[src/rtl/add_chain_if.sv]
// Bus-side command, operand-stream and result-stream signals of add_chain_ctrl.
// master: the bus agent issuing commands and operands and consuming results.
// slave:  the sequencer.
interface add_chain_if #(
    parameter int unsigned WORDS_W = 2
);
    localparam int unsigned DW = 16;

    logic               cmd_valid;
    logic               cmd_ready;
    logic [WORDS_W-1:0] cmd_words;
    logic               cmd_sub;

    logic               in_valid;
    logic               in_ready;
    logic [DW-1:0]      in_a;
    logic [DW-1:0]      in_b;

    logic               res_valid;
    logic               res_ready;
    logic [DW-1:0]      res_data;
    logic               res_last;
    logic               res_carry;

    modport master (
        output cmd_valid, cmd_words, cmd_sub,
        output in_valid, in_a, in_b,
        output res_ready,
        input  cmd_ready, in_ready,
        input  res_valid, res_data, res_last, res_carry
    );

    modport slave (
        input  cmd_valid, cmd_words, cmd_sub,
        input  in_valid, in_a, in_b,
        input  res_ready,
        output cmd_ready, in_ready,
        output res_valid, res_data, res_last, res_carry
    );
endinterface

[src/rtl/add_chain_ctrl.sv]
// Sequencer for the 16-bit operand/adder/result datapath: runs a 1..2^WORDS_W
// word addition LS word first, chaining the carry between words.
// Optional subtraction is enabled by defining ADD_CHAIN_SUB_EN.
module add_chain_ctrl #(
    parameter int unsigned WORDS_W = 2
) (
    input  logic        clk,
    input  logic        rst,
    add_chain_if.slave  bus,
    output logic        busy,
    output logic [15:0] dp_d_a,
    output logic [15:0] dp_d_b,
    output logic        dp_en_a,
    output logic        dp_en_b,
    output logic        dp_en_result,
    output logic        dp_cin,
    input  logic [15:0] dp_result,
    input  logic        dp_cout
);
    localparam int unsigned DW = 16;

    typedef enum logic [1:0] {
        IDLE  = 2'd0,
        FETCH = 2'd1,
        ADD   = 2'd2,
        DRAIN = 2'd3
    } state_t;

    state_t             state_q, state_d;
    logic [WORDS_W-1:0] words_q, words_d;
    logic [WORDS_W-1:0] idx_q, idx_d;
    logic               carry_q, carry_d;
    logic               sub_q;
    logic               init_carry;
    logic               last_word;

`ifdef ADD_CHAIN_SUB_EN
    // Subtract mode is latched with the command; A-B = A + ~B + 1.
    always_ff @(posedge clk or posedge rst) begin
        if (rst) begin
            sub_q <= 1'b0;
        end else if (state_q == IDLE && bus.cmd_valid) begin
            sub_q <= bus.cmd_sub;
        end
    end

    assign init_carry = bus.cmd_sub;
`else
    logic unused_cmd_sub;

    assign sub_q          = 1'b0;
    assign init_carry     = 1'b0;
    assign unused_cmd_sub = bus.cmd_sub;
`endif

    // Operand words pass straight through; B is inverted when subtracting.
    assign dp_d_a = bus.in_a;
    assign dp_d_b = sub_q ? ~bus.in_b : bus.in_b;

    assign bus.res_data = dp_result;
    assign busy         = (state_q != IDLE);
    assign last_word    = (idx_q == words_q);

    // State and chain-context registers.
    always_ff @(posedge clk or posedge rst) begin
        if (rst) begin
            state_q <= IDLE;
            words_q <= '0;
            idx_q   <= '0;
            carry_q <= 1'b0;
        end else begin
            state_q <= state_d;
            words_q <= words_d;
            idx_q   <= idx_d;
            carry_q <= carry_d;
        end
    end

    // Next-state and state-decoded handshake/datapath controls.
    always_comb begin
        state_d       = state_q;
        words_d       = words_q;
        idx_d         = idx_q;
        carry_d       = carry_q;
        bus.cmd_ready = 1'b0;
        bus.in_ready  = 1'b0;
        bus.res_valid = 1'b0;
        bus.res_last  = 1'b0;
        bus.res_carry = 1'b0;
        dp_en_a       = 1'b0;
        dp_en_b       = 1'b0;
        dp_en_result  = 1'b0;
        dp_cin        = 1'b0;

        case (state_q)
            IDLE: begin
                bus.cmd_ready = 1'b1;
                if (bus.cmd_valid) begin
                    words_d = bus.cmd_words;
                    idx_d   = '0;
                    carry_d = init_carry;
                    state_d = FETCH;
                end
            end
            FETCH: begin
                bus.in_ready = 1'b1;
                if (bus.in_valid) begin
                    dp_en_a = 1'b1;
                    dp_en_b = 1'b1;
                    state_d = ADD;
                end
            end
            ADD: begin
                dp_cin       = carry_q;
                dp_en_result = 1'b1;
                carry_d      = dp_cout;
                state_d      = DRAIN;
            end
            DRAIN: begin
                bus.res_valid = 1'b1;
                bus.res_carry = carry_q;
                bus.res_last  = last_word;
                if (bus.res_ready) begin
                    if (last_word) begin
                        state_d = IDLE;
                    end else begin
                        idx_d   = idx_q + WORDS_W'(1);
                        state_d = FETCH;
                    end
                end
            end
            default: begin
                state_d = IDLE;
            end
        endcase
    end

    // Width bookkeeping for the fixed 16-bit datapath word.
    if (DW != 16) begin : g_bad_width
        $error("add_chain_ctrl supports only a 16-bit datapath");
    end
endmodule

[src/flat_wrapper.sv]
// flat-port wrapper written by rule: the top's interface ports become plain ports
module add_chain_ctrl_flat 
#(
    parameter int unsigned WORDS_W = 2
)
  (clk, rst, busy, dp_d_a, dp_d_b, dp_en_a, dp_en_b, dp_en_result, dp_cin, dp_result, dp_cout, bus_cmd_valid, bus_cmd_words, bus_cmd_sub, bus_in_valid, bus_in_a, bus_in_b, bus_res_ready, bus_cmd_ready, bus_in_ready, bus_res_valid, bus_res_data, bus_res_last, bus_res_carry);
  add_chain_if #(.WORDS_W(WORDS_W)) bus_i ();
  input  logic clk;
  input  logic rst;
  output logic busy;
  output logic [15:0] dp_d_a;
  output logic [15:0] dp_d_b;
  output logic dp_en_a;
  output logic dp_en_b;
  output logic dp_en_result;
  output logic dp_cin;
  input  logic [15:0] dp_result;
  input  logic dp_cout;
  input wire logic [$bits(bus_i.cmd_valid)-1:0] bus_cmd_valid;
  input wire logic [$bits(bus_i.cmd_words)-1:0] bus_cmd_words;
  input wire logic [$bits(bus_i.cmd_sub)-1:0] bus_cmd_sub;
  input wire logic [$bits(bus_i.in_valid)-1:0] bus_in_valid;
  input wire logic [$bits(bus_i.in_a)-1:0] bus_in_a;
  input wire logic [$bits(bus_i.in_b)-1:0] bus_in_b;
  input wire logic [$bits(bus_i.res_ready)-1:0] bus_res_ready;
  output wire logic [$bits(bus_i.cmd_ready)-1:0] bus_cmd_ready;
  output wire logic [$bits(bus_i.in_ready)-1:0] bus_in_ready;
  output wire logic [$bits(bus_i.res_valid)-1:0] bus_res_valid;
  output wire logic [$bits(bus_i.res_data)-1:0] bus_res_data;
  output wire logic [$bits(bus_i.res_last)-1:0] bus_res_last;
  output wire logic [$bits(bus_i.res_carry)-1:0] bus_res_carry;
  assign bus_i.cmd_valid = bus_cmd_valid;
  assign bus_i.cmd_words = bus_cmd_words;
  assign bus_i.cmd_sub = bus_cmd_sub;
  assign bus_i.in_valid = bus_in_valid;
  assign bus_i.in_a = bus_in_a;
  assign bus_i.in_b = bus_in_b;
  assign bus_i.res_ready = bus_res_ready;
  assign bus_cmd_ready = bus_i.cmd_ready;
  assign bus_in_ready = bus_i.in_ready;
  assign bus_res_valid = bus_i.res_valid;
  assign bus_res_data = bus_i.res_data;
  assign bus_res_last = bus_i.res_last;
  assign bus_res_carry = bus_i.res_carry;
  add_chain_ctrl #(.WORDS_W(WORDS_W)) u_core (.clk(clk), .rst(rst), .bus(bus_i), .busy(busy), .dp_d_a(dp_d_a), .dp_d_b(dp_d_b), .dp_en_a(dp_en_a), .dp_en_b(dp_en_b), .dp_en_result(dp_en_result), .dp_cin(dp_cin), .dp_result(dp_result), .dp_cout(dp_cout));
endmodule
[config.mk]
export PLATFORM = sky130hd
export DESIGN_NAME = add_chain_ctrl_flat
export DESIGN_NICKNAME = d
export VERILOG_FILES = /design/src/rtl/add_chain_if.sv /design/src/rtl/add_chain_ctrl.sv /design/src/flat_wrapper.sv
export SDC_FILE = /design/constraint.sdc
export NUM_CORES = 1
export LEC_CHECK = 0
export ABC_AREA = 0
export BUFFER_PORTS_ARGS = -buffer_cell sky130_fd_sc_hd__buf_2
export CORE_ASPECT_RATIO = 0.8
export CORE_MARGIN = 2
export CORE_UTILIZATION = 34
export DETAILED_ROUTE_END_ITERATION = 12
export PLACE_DENSITY = 0.84
export SYNTH_ARGS = -nofsm -noshare
export SYNTH_HDL_FRONTEND = slang
export SYNTH_SLANG_ARGS = --single-unit
[constraint.sdc]
create_clock -name clk -period 4.9 [get_ports clk]
set_clock_uncertainty 0.05 [all_clocks]
set_input_delay 0.245 -clock clk [delete_from_list [all_inputs] [get_ports clk]]
set_output_delay 0.245 -clock clk [all_outputs]
set_load 0.005 [all_outputs]
Yosys cells after proc, flatten, opt, wreduce, memory -nomap -nowiden
Index checks and enable logic that the tools add are counted.
{"block": "word_totals", "elab_cells": 41, "regBits": 7, "out_inout_bits": 58}
{"block": "classes", "addsub": 1, "n_eq_ne": 8, "reduce_logical": 8, "n_mux": 20}
{"cell": "$mux W2", "n": 6}
{"cell": "$mux W1", "n": 11}
{"cell": "$ne A2 B2 Y1 const B", "n": 4}
{"cell": "$pmux W2 S4", "n": 1}
{"cell": "$reduce_bool A2 Y1", "n": 3}
{"cell": "$eq A2 B2 Y1 const B", "n": 2}
{"cell": "$pmux W2 S2", "n": 1}
{"cell": "$reduce_and A2 Y1", "n": 2}
{"cell": "$reduce_and A4 Y1", "n": 1}
{"cell": "$reduce_and A3 Y1", "n": 1}
{"cell": "$add A2 B1 Y2 const B", "n": 1}
{"cell": "$eq A2 B1 Y1 const B", "n": 1}
{"cell": "$eq A2 B2 Y1", "n": 1}
{"cell": "$logic_not A2 Y1", "n": 1}
{"cell": "$pmux W1 S2", "n": 1}

Depth between registers and ports, before layout
Gate-level depths: netlist (run 1).
{"block": "logic_depth", "ltp_word": 4, "ltp_mapped": 5}

Worst setup path after synthesis (run 1)
OpenSTA, ideal clock, no wires.
{"block": "synth_timing", "path_type": "reg2reg", "start": "reg u_core.state_q[1]", "end": "reg u_core.state_q[1]", "path_buffers": 0, "setup_slack_ns": 3.258, "stages_incl_launch_ff": 6, "arrival_time_ns": 1.467, "required_time_ns": 4.725, "cell_sequence": "dfrtp_1 > inv_1 > ha_1 > and2b_4 > nor3_1 > mux2_2"}
{"block": "synth_between", "elab_chain_cells": 3}
{"item": "from (decl)", "line_no": "add_chain_ctrl.sv:29", "text": "state_t state_q, state_d;"}
{"item": "from (signal assigned)", "line_no": "add_chain_ctrl.sv:72", "text": "state_q <= state_d;"}
{"item": "$eq A2 B1 Y1 (tied with other cells)", "line_no": "add_chain_ctrl.sv:95", "text": "case (state_q)"}
{"item": "$ne A2 B2 Y1 (no source line)"}
{"item": "$reduce_and A3 Y1 (no source line)"}
Parallel ways exist; a longest one is shown, timed or not.
A chain may end at the register's enable or synchronous reset.

Worst setup path after layout (run 1)
Same ends and word-level chain as after synthesis.

==> impl_metrics.ini, run 1 <==
[outcome]
outcome = complete, no violations

[timing]
fin_crit_ns = 1.76
tns_ns = 0
setup_ws_ns = 3.14
hold_slack_ns = 0.187
fmax_mhz = 568
max_slew_margin = 0.765
rsz0062_at_grt = false
tightest_slew_ns = 0.348
final_max_slew_viol_count = 0
setup-violations-final = 0
finalCritPeriodShare = 0.359
hold_violations = 0

[clock_tree]
cts.path.max_buffers = 2
clock_sinks = 7
cts.htree.levels = 1
cts_setup_buffers = 0
post_cts_resized = 0
path_clk_slew_ns = 0.05
cts_tree = done
numCtsBuffers = 3
root_buffer = clkbuf_4
clock_latency_ns = 0.24

[worst_setup_path]
ff2ff_path_depth = 5
cp.required_ns = 4.97
cp.depth = 5
rr_endpoint = u_core.state_q[1]$_DFFE_PP0P_
critPathTopFamily = simple AND/OR/NAND/NOR gates
start_kind = flip-flop
worstPathCellList = inv_1, ha_1, and2b_4, nor3_1, mux2_2
worstSetupPathType = reg2reg
cp.arrival_ns = 1.83
slowest_delay_ns = 0.41
crit_slowest_cell = dfrtp_1
crit_path_start = u_core.state_q[1]$_DFFE_PP0P_
path_buf_inv = 1
r2r_slack_ns = 3.14
worstPathMaxFanout = 7
timing.rr.start = u_core.state_q[1]$_DFFE_PP0P_
worstSetupEndpoint = u_core.state_q[1]$_DFFE_PP0P_
cp-end-kind = flip-flop

[cells_and_area]
layout.nets = 136
n_fill_cell = 274
antenna_cells = 0
final-seq-area_sq_um = 175
multiInputGateArea_sq_um = 323
area_growth_pct = -22.7
post_route_cells_drive_above_1_share = 0.370

[drt]
drtIter0Drc = 7
wire_per_inst_microns = 13.9
drc = 0
drt_first_pass_iters = 3
ant_nets = 0
vias = 489
wirelength_microns = 1510
via_per_inst = 4.49

[place]
dp_hpwl_microns = 1310
numPortBuffers = 17
gp_congestion = 0.758
dp_worst_setup_slack_ns = 3.13

[logic_synthesis]
synth-seq-cells = 7
synth_most_common_cell = buf_4
synth_edf_count = 0
synth_warnings = 0
yosysTopAreaCellShare = 0.414
async_reset_ff_frac = 1.00
synth_cells = 100
ys_types = 26
ys.flop_type = dfrtp_1
synth.avg_cell_area_sq_um = 8.88
syn_area_sq_um = 888
synth_area_leaders = buf_4 41%, dfrtp_1 20%, ha_1 7.0%
netlist_top_cells_count = 49 x buf_4, 7 x dfrtp_1, 5 x ha_1, 5 x inv_1, 4 x mux2_2
seq_area_frac_synth = 0.197
synth_top_area_cell = buf_4
synthesis.nets = 162

[die]
fp.dieH_microns = 49.7
initial_core_util = 0.361
core_sq_mm = 0.00246
ioPinCount = 115
die_area_sq_mm = 0.00304
die_x_microns = 61.2
row_count = 16

[grt]
grt_pass1_wl_microns = 2170
grt_max_degree = 8
antenna_found_initial = 0
grt_overflow_total = 0
track_usage = 0.0962
grt_pass1_vias = 480

[pwr]
p_comb_frac = 0.604
powerDensity_mw_per_mm2 = 614
clockPowerShare = 0.118
pwr-share-seq = 0.278
switchingPower_w = 0.000179
swShare = 0.424
ir_drop_v = 0.000119
internal_power_w = 0.000243
leakage_nw = 0.333

[hold_path]
hp-start = bus_cmd_words[0]
min_path_type = in2reg
whs_path_depth = 2

[run]
drv_cap = 0
per-layer routing:
layer / share of wire / GRT usage / up-vias / wire, microns
li1: - / - / 226 / -
met1: 0.33 / 0.0900 / 207 / 492
met2: 0.51 / 0.152 / 38 / 766
met3: 0.13 / 0.0446 / 18 / 193
met4: 0.038 / 0.0833 / 0 / 58
met5: 0 / 0 / - / 0
worst min path at each step:
stage,slack [ns],endpoint
finish,0.19,u_core.words_q[0]$_DFFE_PP0P_
global route,0.17,u_core.words_q[0]$_DFFE_PP0P_
CTS,0.18,u_core.words_q[0]$_DFFE_PP0P_
detailed placement,0.13,u_core.words_q[1]$_DFFE_PP0P_
global placement,0.13,u_core.idx_q[0]$_DFFE_PP0P_
floorplan,-0.002,u_core.carry_q$_DFFE_PP0P_
area by class of cell:
cell class | count | share of cell area
multi-input cells | 38 | 0.470
flip-flops and latches | 7 | 0.255
repair buffers | 18 | 0.138
well taps | 36 | 0.0656
clock buffers | 4 | 0.0383
inverters | 6 | 0.0328
through the flow:
| step | utilization | area [sq um] | power (W) | instances |
|---|---|---|---|---|
| floorplan | - | 888 | 0.000331 | 100 |
| global placement | 0.264 | 651 | 0.000354 | 104 |
| detailed placement | 0.264 | 651 | 0.000374 | 104 |
| CTS | 0.279 | 687 | 0.000426 | 109 |
| global route | 0.279 | 687 | 0.000465 | 109 |
| finish | 0.279 | 687 | 0.000422 | 109 |
what timing repair did:
item / CTS / global route
hold endpoints to repair: 7 / 0
setup endpoints to repair: 0 / 0
hold buffers: 1 / 0
logic make-up (layout without fill, tap and decap cells):
group                      Yosys count  in the layout  share of synthesized area
muxes                                5              5                     0.0620
adders and majority gates            5              5                     0.0704
DFF                                  7              7                      0.197
xor gates and xnor gates             2              2                     0.0197
AOI/OAI and AO/OA                   10             10                      0.106
and+or+nand+nor                     16             16                      0.106
buffers and inverters               55             28                      0.439
power groups by stage:
| stage | combinational (W) | clock, W | sequential, W |
|---|---|---|---|
| after floorplan | 0.000221 | 0 | 0.000110 |
| after global placement | 0.000240 | 0 | 0.000115 |
| after detailed placement | 0.000256 | 0 | 0.000117 |
| after CTS | 0.000257 | 0.0000520 | 0.000116 |
| after global routing | 0.000283 | 0.0000599 | 0.000122 |
| final | 0.000254 | 0.0000499 | 0.000117 |
flip-flops by register name, summed over array words and instances, names as in the netlist:
name and cells:
u_core.carry_q 1, u_core.idx_q 2, u_core.state_q 2, u_core.words_q 2
placed cells by master, fill, tap and decap left out, drive strengths merged:
master / instances
mux2i: 1
nand2: 3
xor2: 2
clkbuf: 4
o311ai: 1
and2b: 2
buf: 17
dfrtp: 7
o311a: 1
o2bb2ai: 1
mux2: 4
nand3b: 1
nand2b: 1
o2111ai: 1
and2: 3
nor2: 1
nor4: 1
a31oi: 1
a2bb2oi: 1
o21ai: 3
inv: 6
ha: 5
a2111oi: 1
dlygate4sd3: 1
nor2b: 2
nor3: 2
Note: power is estimated with default switching activity, not from simulation.
==> run 2, diff against run 1 <==
Settings changed: CORE_UTILIZATION 34 to 32, PLACE_DENSITY 0.84 to 0.79.
Clock period 4.9 ns to 1.7 ns, I/O delays scaled along.
==> impl_metrics.ini, run 2 (synthesized netlist as in run 1, its figures left out) <==
[timing]
setup_ws_ns = 0.0788
rsz0062_at_grt = false
max_slew_margin = 0.776
tightest_slew_ns = 0.332
setup-violations-final = 0
fin_crit_ns = 1.62
hold_violations = 0
fmax_mhz = 617
finalCritPeriodShare = 0.954
final_max_slew_viol_count = 0

[place]
gp_congestion = 0.885
numPortBuffers = 17
dp_worst_setup_slack_ns = -0.0554
place_area_sq_um = 676
dp_hpwl_microns = 1300
dp.cells = 109

[drt]
drt_first_pass_iters = 3
via_per_inst = 4.75
wirelength_microns = 1500
vias = 542
ant_nets = 0
drtIter0Drc = 7
wire_per_inst_microns = 13.1
drc = 0

[grt]
grt_pass1_wl_microns = 2210
grt_overflow_total = 0
grt_pass1_vias = 491
antenna_found_initial = 0
track_usage = 0.0896
grt_max_degree = 8

[clock_tree]
cts_setup_buffers = 0
cts.path.max_buffers = 2
clock_latency_ns = 0.24
root_buffer = clkbuf_4
cts.htree.levels = 1
cts_tree = done
numCtsBuffers = 3
path_clk_slew_ns = 0.05
clock_sinks = 7

[die]
fp.dieH_microns = 51.1
initial_core_util = 0.329
ioPinCount = 115
die_area_sq_mm = 0.00322
row_count = 17
core_sq_mm = 0.00270
die_x_microns = 62.9

[cells_and_area]
antenna_cells = 0
design_area_sq_um = 729
mostFrequentLayoutCells = 17 x buf_2, 6 x dfrtp_1, 5 x inv_1
reg_top3 = u_core.idx_q (2), u_core.state_q (2), u_core.words_q (2)
layout.nets = 139
final_common_cell = buf_2
postLayoutCoreUtil = 0.270
final_cells = 114
post_route_cells_drive_above_1_share = 0.447
area_growth_pct = -17.9

[worst_setup_path]
start_kind = flip-flop
worstPathCellList = inv_1, ha_2, and2b_4, nor3_4, mux2_2
cp-end-kind = flip-flop
worstSetupPathType = reg2reg
cp.required_ns = 1.78
crit_slowest_cell = dfrtp_1
cp.arrival_ns = 1.70
slowest_delay_ns = 0.39
worstPathMaxFanout = 5

[outcome]
outcome = complete, no violations

[pwr]
leakage_nw = 0.349
ir_drop_v = 0.000374
powerDensity_mw_per_mm2 = 1770

[hold_path]
min_path_type = in2reg

[run]
drv_cap = 0
## run 2: where the power goes
part           switching, W  internal, W  total (W)  leakage (nW)
logic              0.000388     0.000422   0.000810         0.248
clock network     0.0000552    0.0000892   0.000144        0.0150
registers         0.0000846     0.000251   0.000335        0.0856
total              0.000528     0.000762    0.00129         0.349
## run 2: routing by layer
metal / vias up / wire (microns) / GRT usage
met4: 0 / 20 / 0.0704
met3: 4 / 205 / 0.0529
met5: - / 0 / 0
li1: 232 / - / -
met2: 48 / 785 / 0.158
met1: 258 / 484 / 0.0740
## run 2: area by class of cell
class,count,area [sq um]
Clock buffer,4,26.3
Fill cell,293,1970
Timing Repair Buffer,21,118
Sequential cell,7,176
Inverter,6,22.5
Multi-Input combinational cell,38,339
Tap cell,38,47.5
## run 2: path summary, 6_finish.rpt
check                                              startpoint                       endpoint  slack, ns  cells after the start
worst max-delay path            u_core.state_q[0]$_DFFE_PP0P_  u_core.state_q[1]$_DFFE_PP0P_       0.08                      5
worst min-delay path                         bus_cmd_words[1]  u_core.words_q[1]$_DFFE_PP0P_       0.03                      2
worst max register to register  u_core.state_q[0]$_DFFE_PP0P_  u_core.state_q[1]$_DFFE_PP0P_       0.08                      5
worst min register to register     u_core.carry_q$_DFFE_PP0P_     u_core.carry_q$_DFFE_PP0P_       0.49                      2
max in group asynchronous                                 rst  u_core.state_q[1]$_DFFE_PP0P_       1.12                      3
min in group asynchronous                                 rst    u_core.idx_q[0]$_DFFE_PP0P_       0.25                      3
## run 2: worst max-delay path: cells and delay by family (launching register included)
family / cells / cell delay, ns
AND/OR/NAND/NOR: 2 / 0.37
flip-flops: 1 / 0.39
adder cells (fa/ha/maj): 1 / 0.23
buffers and inverters: 1 / 0.11
multiplexers: 1 / 0.35
## run 2: what timing repair did
item | in CTS | in global routing
endpoints found under the setup margin | 1 | 1
gates cloned | 0 | 0
gates resized for setup | 2 | 3
hold buffers | 1 | 0
hold endpoints to repair | 7 | 0
## run 2: stage by stage
step | hold slack (ns) | total power [W] | TNS, ns
3_3_place_gp | -0.0338 | 0.00107 | 0
2_1_floorplan | -0.162 | 0.000954 | 0
4_1_cts | 0.0219 | 0.00129 | 0
5_1_grt | 0.0274 | 0.00141 | 0
3_5_place_dp | -0.0294 | 0.00112 | -0.0554
6_report | 0.0275 | 0.00129 | 0
==> run 3, diff against run 2 <==
Settings changed: BUFFER_PORTS_ARGS -buffer_cell sky130_fd_sc_hd__buf_2 to -buffer_cell sky130_fd_sc_hd__clkbuf_2, REMOVE_ABC_BUFFERS set to 1.
==> impl_metrics.ini, run 3 (synthesized netlist as in run 1, its figures left out) <==
[timing]
tns_ns = 0
final_max_slew_viol_count = 0
hold_violations = 0
hold_slack_ns = 0.0223
max_slew_margin = 0.728
fin_crit_ns = 1.62
finalCritPeriodShare = 0.954
fmax_mhz = 617
setup-violations-final = 0
tightest_slew_ns = 0.403
setup_ws_ns = 0.0786
rsz0062_at_grt = false

[grt]
grt_max_degree = 8
grt_pass1_vias = 596
track_usage = 0.263
antenna_found_initial = 0
grt_overflow_total = 0
grt_pass1_wl_microns = 5390

[drt]
drc = 0
vias = 617
wirelength_microns = 4190
drt_first_pass_iters = 4
ant_nets = 0
wire_per_inst_microns = 35.2
met1_length_microns = 632
met2RoutedLength_microns = 1910
drtIter0Drc = 22
via_per_inst = 5.18
routed-wl-met3_microns = 1560
maxUsedRoutingLayer = met4

[worst_setup_path]
start_kind = flip-flop
worstSetupPathType = reg2reg
r2r_slack_ns = 0.08
worstPathCellList = buf_4, ha_1, nor2b_1, buf_4, a2111oi_4, a2bb2oi_1
rr_endpoint = u_core.state_q[0]$_DFFE_PP0P_
cp.required_ns = 1.81
cp-end-kind = flip-flop
cp.depth = 6
critPathTopFamily = compound AO/OA/AOI/OAI gates
path_buf_inv = 2
crit_slowest_cell = dfrtp_1
worstSetupEndpoint = u_core.state_q[0]$_DFFE_PP0P_
crit_path_start = u_core.state_q[0]$_DFFE_PP0P_
worstPathMaxFanout = 3
slowest_delay_ns = 0.39
timing.rr.start = u_core.state_q[0]$_DFFE_PP0P_
ff2ff_path_depth = 6
crit_top_cell = buf_4
cp.arrival_ns = 1.73

[die]
fp.dieH_microns = 51.1
die_area_sq_mm = 0.00322
ioPinCount = 115
row_count = 17
initial_core_util = 0.329
core_sq_mm = 0.00270
die_x_microns = 62.9

[cells_and_area]
area_growth_pct = -14.8
final_common_cell = clkbuf_2
layout.nets = 144
reg_top3 = u_core.idx_q (2), u_core.state_q (2), u_core.words_q (2)
mostFrequentLayoutCells = 17 x clkbuf_2, 8 x buf_4, 7 x dfrtp_1
final_cells = 119
post_route_cells_drive_above_1_share = 0.457
n_fill_cell = 306
antenna_cells = 0
postLayoutCoreUtil = 0.280

[pwr]
ir_drop_v = 0.000531
leakage_nw = 0.369
powerDensity_mw_per_mm2 = 1820

[place]
dp_hpwl_microns = 3820
numPortBuffers = 17
dp.cells = 112
dp_worst_setup_slack_ns = 0.0238
gp_congestion = 0.926

[hold_path]
min_path_type = in2reg

[clock_tree]
path_clk_slew_ns = 0.05
clock_sinks = 7
cts_tree = done
cts.htree.levels = 1
cts.path.max_buffers = 2
numCtsBuffers = 3
root_buffer = clkbuf_4
clock_latency_ns = 0.25

[run]
drv_cap = 0

[outcome]
outcome = complete, no violations
run 3: changes by cell type in the layout (fill, tap and decap cells not counted), sizes merged:
cell    previous run  this run
buf               20         8
clkbuf             4        21
run 3: per-layer routing:
metal / track usage / up-vias
li1: - / 240
met1: 0.110 / 270
met2: 0.410 / 97
met3: 0.467 / 10
met4: 0.0852 / 0
met5: 0.0357 / -
run 3: final cells by class:
cell class                 count  area, sq um  share of cell area
inverter                       6         22.5              0.0298
clock buffer                   4         26.3              0.0347
tap                           38         47.5              0.0628
multi-input combinational     38          330               0.436
timing repair buffer          26          155               0.205
sequential                     7          175               0.231
run 3: per-stage QoR:
stage          cell area (sq um)  power, W
2_1_floorplan                520  0.000853
3_3_place_gp                 698   0.00114
3_5_place_dp                 698   0.00118
4_1_cts                      734   0.00133
5_1_grt                      757   0.00150
6_report                     757   0.00138
run 3: worst reg2reg max path, stage by stage (launching register included):
cell and delay, ns:
dfrtp_1 0.39, buf_4 0.15, ha_1 0.22, nor2b_1 0.16, buf_4 0.15, a2111oi_4 0.17, a2bb2oi_1 0.23
run 3: worst min-delay path by stage:
stage / startpoint / to / slack, ns / cells past startpoint
finish: bus_cmd_words[1] / u_core.words_q[1]$_DFFE_PP0P_ / 0.02 / 2
global route: bus_cmd_words[0] / u_core.words_q[0]$_DFFE_PP0P_ / 0.007 / 2
CTS: bus_cmd_words[0] / u_core.words_q[0]$_DFFE_PP0P_ / 0.02 / 2
detailed placement: rst / u_core.carry_q$_DFFE_PP0P_ / -0.05 / 2
global placement: rst / u_core.words_q[1]$_DFFE_PP0P_ / -0.05 / 2
floorplan: rst / u_core.carry_q$_DFFE_PP0P_ / -0.16 / 1
run 3: timing repair:
| item | in CTS | in global routing |
|---|---|---|
| setup buffers | 0 | 2 |
| gates resized for setup | 0 | 2 |
| hold endpoints to repair | 7 | 0 |
| hold buffers | 1 | 0 |
| setup endpoints to repair | 0 | 3 |
run 3: power by group:
part	switching [W]	leakage [nW]	internal (W)
logic	0.000429	0.268	0.000475
clock network	0.0000571	0.0150	0.0000893
registers	0.0000805	0.0866	0.000248
